**src/rtl/fwd_scoreboard.sv**
```systemverilog
// fwd_scoreboard: DEPTH-entry in-flight destination scoreboard producing per-source
// forward selects, a load-use / multi-cycle stall and a saturating stall counter.
// Ports:
//   clk, reset            clock, synchronous active-high reset
//   IssueValid            instruction in ID/EX attempting to advance
//   IssueRegWrite         issuing instruction writes a register
//   IssueRd[AW]           destination of the issuing instruction
//   IssueLat[LATW]        cycles after stage 1 until its result is forwardable
//   Src[NSRC*AW]          source register indices, source i at [i*AW +: AW]
//   SrcUsed[NSRC]         source i is actually read
//   Flush                 kill the issuing instruction and the stage-1 entry
//   Fwd[NSRC*SW]          per-source select: 0 = register file, k = stage k result
//   Stall                 hold IF/ID and ID/EX, insert a bubble
//   StallCount[16]        saturating count of stalled cycles
module fwd_scoreboard #(
    parameter int AW    = 5,
    parameter int NSRC  = 3,
    parameter int DEPTH = 3,
    parameter int LATW  = 2,
    localparam int SW   = $clog2(DEPTH + 1)
) (
    input  logic                 clk,
    input  logic                 reset,
    input  logic                 IssueValid,
    input  logic                 IssueRegWrite,
    input  logic [AW-1:0]        IssueRd,
    input  logic [LATW-1:0]      IssueLat,
    input  logic [NSRC*AW-1:0]   Src,
    input  logic [NSRC-1:0]      SrcUsed,
    input  logic                 Flush,
    output logic [NSRC*SW-1:0]   Fwd,
    output logic                 Stall,
    output logic [15:0]          StallCount
);
    localparam logic [LATW-1:0] MAXLAT = LATW'(DEPTH - 1);

    // index j holds pipeline stage j+1
    logic            r_vld [DEPTH];
    logic [AW-1:0]   r_rd  [DEPTH];
    logic [LATW-1:0] r_cnt [DEPTH];
    logic [NSRC-1:0] w_req;
    logic            w_load;
    logic [LATW-1:0] w_lat;

    assign w_load = IssueValid & IssueRegWrite & (IssueRd != '0) & ~Stall & ~Flush;
    assign w_lat  = (IssueLat > MAXLAT) ? MAXLAT : IssueLat;
    assign Stall  = |w_req & ~Flush;

    // Scan oldest to youngest so the youngest matching stage is the last writer.
    always_comb begin
        Fwd   = '0;
        w_req = '0;
        for (int i = 0; i < NSRC; i++) begin
            for (int k = DEPTH - 1; k >= 0; k--) begin
                if (SrcUsed[i] && Src[i*AW +: AW] != '0 && r_vld[k] && r_rd[k] == Src[i*AW +: AW]) begin
                    Fwd[i*SW +: SW] = (r_cnt[k] == '0) ? SW'(k + 1) : '0;
                    w_req[i]        = (r_cnt[k] != '0);
                end
            end
        end
    end

    always_ff @(posedge clk) begin
        if (reset) begin
            for (int j = 0; j < DEPTH; j++) begin
                r_vld[j] <= 1'b0;
                r_rd[j]  <= '0;
                r_cnt[j] <= '0;
            end
            StallCount <= '0;
        end else begin
            r_vld[0] <= w_load;
            r_rd[0]  <= IssueRd;
            r_cnt[0] <= w_lat;
            for (int j = 1; j < DEPTH; j++) begin
                // a flushed stage-1 instruction must not survive into stage 2
                r_vld[j] <= r_vld[j-1] & ((j == 1) ? ~Flush : 1'b1);
                r_rd[j]  <= r_rd[j-1];
                r_cnt[j] <= (r_cnt[j-1] == '0) ? '0 : r_cnt[j-1] - 1'b1;
            end
            if (Stall && StallCount != 16'hFFFF)
                StallCount <= StallCount + 16'd1;
        end
    end
endmodule

```
**config.mk**
```make
export PLATFORM = sky130hd
export DESIGN_NAME = fwd_scoreboard
export DESIGN_NICKNAME = d
export VERILOG_FILES = /design/src/rtl/fwd_scoreboard.sv
export SDC_FILE = /design/constraint.sdc
export NUM_CORES = 1
export LEC_CHECK = 0
export ABC_AREA = 1
export ABC_CLOCK_PERIOD_IN_PS = 2300
export BUFFER_PORTS_ARGS = -buffer_cell sky130_fd_sc_hd__buf_2
export CELL_PAD_IN_SITES_DETAIL_PLACEMENT = 1
export CELL_PAD_IN_SITES_GLOBAL_PLACEMENT = 1
export CORE_UTILIZATION = 39
export DETAILED_ROUTE_END_ITERATION = 16
export PLACE_DENSITY_LB_ADDON = 0.1
export SLEW_MARGIN = 10
export SYNTH_ARGS = -nofsm -noshare
export SYNTH_HDL_FRONTEND = slang
export SYNTH_SLANG_ARGS = --single-unit
```
**constraint.sdc**
```tcl
create_clock -name clk -period 2.3 [get_ports clk]
set_input_delay 0.46 -clock clk [delete_from_list [all_inputs] [get_ports clk]]
set_output_delay 0.46 -clock clk [all_outputs]
set_load 0.01 [all_outputs]
```
==> flow_metrics.env <==
export IMPL_outcome="finished, violations left"
export IMPL_violations="DRC, setup timing"
export IMPL_hold_path_class="in2reg"
export IMPL_hold_slack_ns=0.3752
export IMPL_ys_warn_count=0
export IMPL_synth_area_per_cell_um2=6.203
export IMPL_dr_total_vias=3182
export IMPL_crit_required_ns=1.84
export IMPL_firstDrtPassIters=10
export IMPL_utilization_pct=49.90
export IMPL_synthCells=468
export IMPL_worst_pin_slew_ns=0.5481
export IMPL_drive_gt1_share_pct=29.70
export IMPL_grt_pass1_wl_mm=14.99
export IMPL_synthAdderAreaFrac_pct=1.293
export IMPL_grt_max_degree=25
export IMPL_synth_compound_area_share_pct=5.905
export IMPL_slew_viol_final=0
export IMPL_die_h_um=88.28
export IMPL_setup_worst_path_end_class="primary output"
export IMPL_synth_xor_area_share_pct=4.526
export IMPL_rows=31
export IMPL_clockBufferDepth=2
export IMPL_hold_viol=0
export IMPL_power_leakage_nw=1.755
export IMPL_ios=53
export IMPL_drcViolationCount=2
export IMPL_critPathKind="reg2out"
export IMPL_slew_headroom_pct=63.42
export IMPL_cts_made_buffers=5
export IMPL_power_w=0.001600
export IMPL_synth_edff_count=0
export IMPL_drt_total_wl_mm=9.323
export IMPL_dieArea_mm2=0.007792
export IMPL_max_vdd_ir_drop_mv=0.2094
export IMPL_diodes=0
export IMPL_synthMuxAreaShare_pct=0
export IMPL_placed_cell_area_mm2=0.003284
export IMPL_clk_pin_slew_ns=0.08
export IMPL_final_cell_mix="nand2_1 (113), inv_1 (78), nor2_1 (58)"
export IMPL_clock_skew_ns=0.007649
export IMPL_arrival_ns=1.85
export IMPL_layout_nets=564
export IMPL_vias_per_cell=5.043
export IMPL_place_gp_congestion=0.9745
export IMPL_start_kind="flip-flop"
export IMPL_synth_ff_type="dfxtp_1"
export IMPL_antenna_found_initial=0
export IMPL_clock_sinks=40
export IMPL_ys_seq_area_share_pct=27.59
export IMPL_h_tree_depth=2
export IMPL_final_setup_viol_count=1
export IMPL_final_common_cell="nand2_1"
export IMPL_ys_types=38
export IMPL_fin_crit_ns=2.307
export IMPL_fmax_mhz=433.4
export IMPL_area_delta_synth_final_pct=24.01
export IMPL_wire_per_inst_um=14.77
export IMPL_dp_cells=614
export IMPL_yosys_area_share_simple_pct=45.22
export IMPL_ys_ff_latch=40
export IMPL_drt_initial_drc_count=136
export IMPL_fin_crit_sh_pct=100.3
export IMPL_synth_top_family_by_area="simple AND/OR/NAND/NOR gates"
export IMPL_grt_ovfl_total=0
export IMPL_detail_route_antenna_nets=0
export IMPL_max_cap_viol_count=0
export IMPL_gr_usage_all_layers_pct=25.13
export IMPL_clkLatencyLatePin_ns=0.30
export IMPL_final_cell_area_mm2=0.003600
export IMPL_dp_hpwl_mm=7.451
export IMPL_async_reset_ff_share_pct=0
export IMPL_cp_max_fo=5
export IMPL_setup_ws_ns=-0.007373
export IMPL_cts_tree="done"
export IMPL_core_area_mm2=0.007214
export IMPL_cts_root_buf="clkbuf_8"
export IMPL_io_buffers=52
export IMPL_synth_fp_nets=501
export IMPL_rsz0062_at_grt="true"
export IMPL_grt_pass1_vias=3063
export IMPL_instances_no_fill=631
export IMPL_initial_core_util_pct=40.24
export IMPL_die_width_um=88.28
export IMPL_netlist_area_mm2=0.002903
export IMPL_p_per_area_mw_per_mm2=444.4
-- Yosys cell counts (all sizes together) (6+ instances only) --
master / n / area (um2)
nand2: 122 / 457.9
inv: 98 / 367.9
nor2: 67 / 259.0
dfxtp: 40 / 800.8
nand3: 39 / 282.8
nand4: 28 / 181.4
nor3: 15 / 85.08
xor2: 9 / 78.83
a21oi: 8 / 51.30
o21ai: 7 / 38.78
xnor2: 6 / 52.55
-- power by group --
| group | internal (W) | switching [W] |
|---|---|---|
| registers | 0.000706 | 0.0000233 |
| logic | 0.0000828 | 0.000149 |
| clock network | 0.000383 | 0.000256 |
-- cells by family (layout without fill, tap and decap cells) --
logic type	Yosys count	count (layout)
AO/OA/AOI/OAI	26	26
buffers and inverters	109	173
adder cells (fa/ha/maj)	3	3
flip-flops	40	40
AND/OR/NAND/NOR	275	275
XOR/XNOR	15	15
-- path summary, 6_finish.rpt --
path	startpoint	to	slack, ns	cells after the start
setup / recovery	r_rd[0][8]	Stall	-0.007	9
hold / removal	IssueRd[4]	r_rd[0][4]	0.38	3
setup reg to reg	r_rd[0][8]	StallCount[2]	0.21	14
hold reg to reg	r_cnt[0][0]	r_cnt[0][2]	0.41	1
-- per-layer routing --
| metal | share of wire [%] | GRT usage (%) |
|---|---|---|
| met3 | 3.0 | 3.731 |
| met5 | 0 | 0 |
| met2 | 46 | 41.33 |
| met4 | 1.2 | 5.425 |
| met1 | 50 | 34.85 |
-- stage by stage --
| step | TNS [ns] | worst slack [ns] |
|---|---|---|
| floorplan | 0 | 0.4604 |
| global placement | 0 | 0.07628 |
| detailed placement | -0.003412 | -0.003412 |
| CTS | 0 | 0.003256 |
| global route | -0.1739 | -0.07014 |
| finish | -0.007373 | -0.007373 |
-- sequential cells by signal, indices dropped and copies added (netlist names) --
name / flops
r_cnt: 6
r_vld: 3
StallCount: 16
r_rd: 15
-- layout make-up --
type / instances / area (um2)
clock buffers: 7 / 96.34
clock inverters: 1 / 30.03
fillers: 1013 / 3615
inverters: 99 / 381.6
multi-input cells: 319 / 1725
flip-flops and latches: 40 / 839.6
well taps: 99 / 123.9
repair buffers: 66 / 402.9
-- critical path: stages, from the launching register on --
cell and delay, ns:
dfxtp_4 0.42, inv_6 0.06, a21oi_2 0.11, o2111ai_1 0.11
nor2_1 0.21, nand2_1 0.10, nand2_1 0.10, nand3_2 0.08
a31oi_2 0.20, buf_2 0.15
-- repair_timing --
action,CTS,global route
endpoints found under the setup margin,3,6
pin swaps,2,17
setup buffers,2,7
hold buffers,0,0
resized for setup,21,39
(Power assumes the default switching activity.)
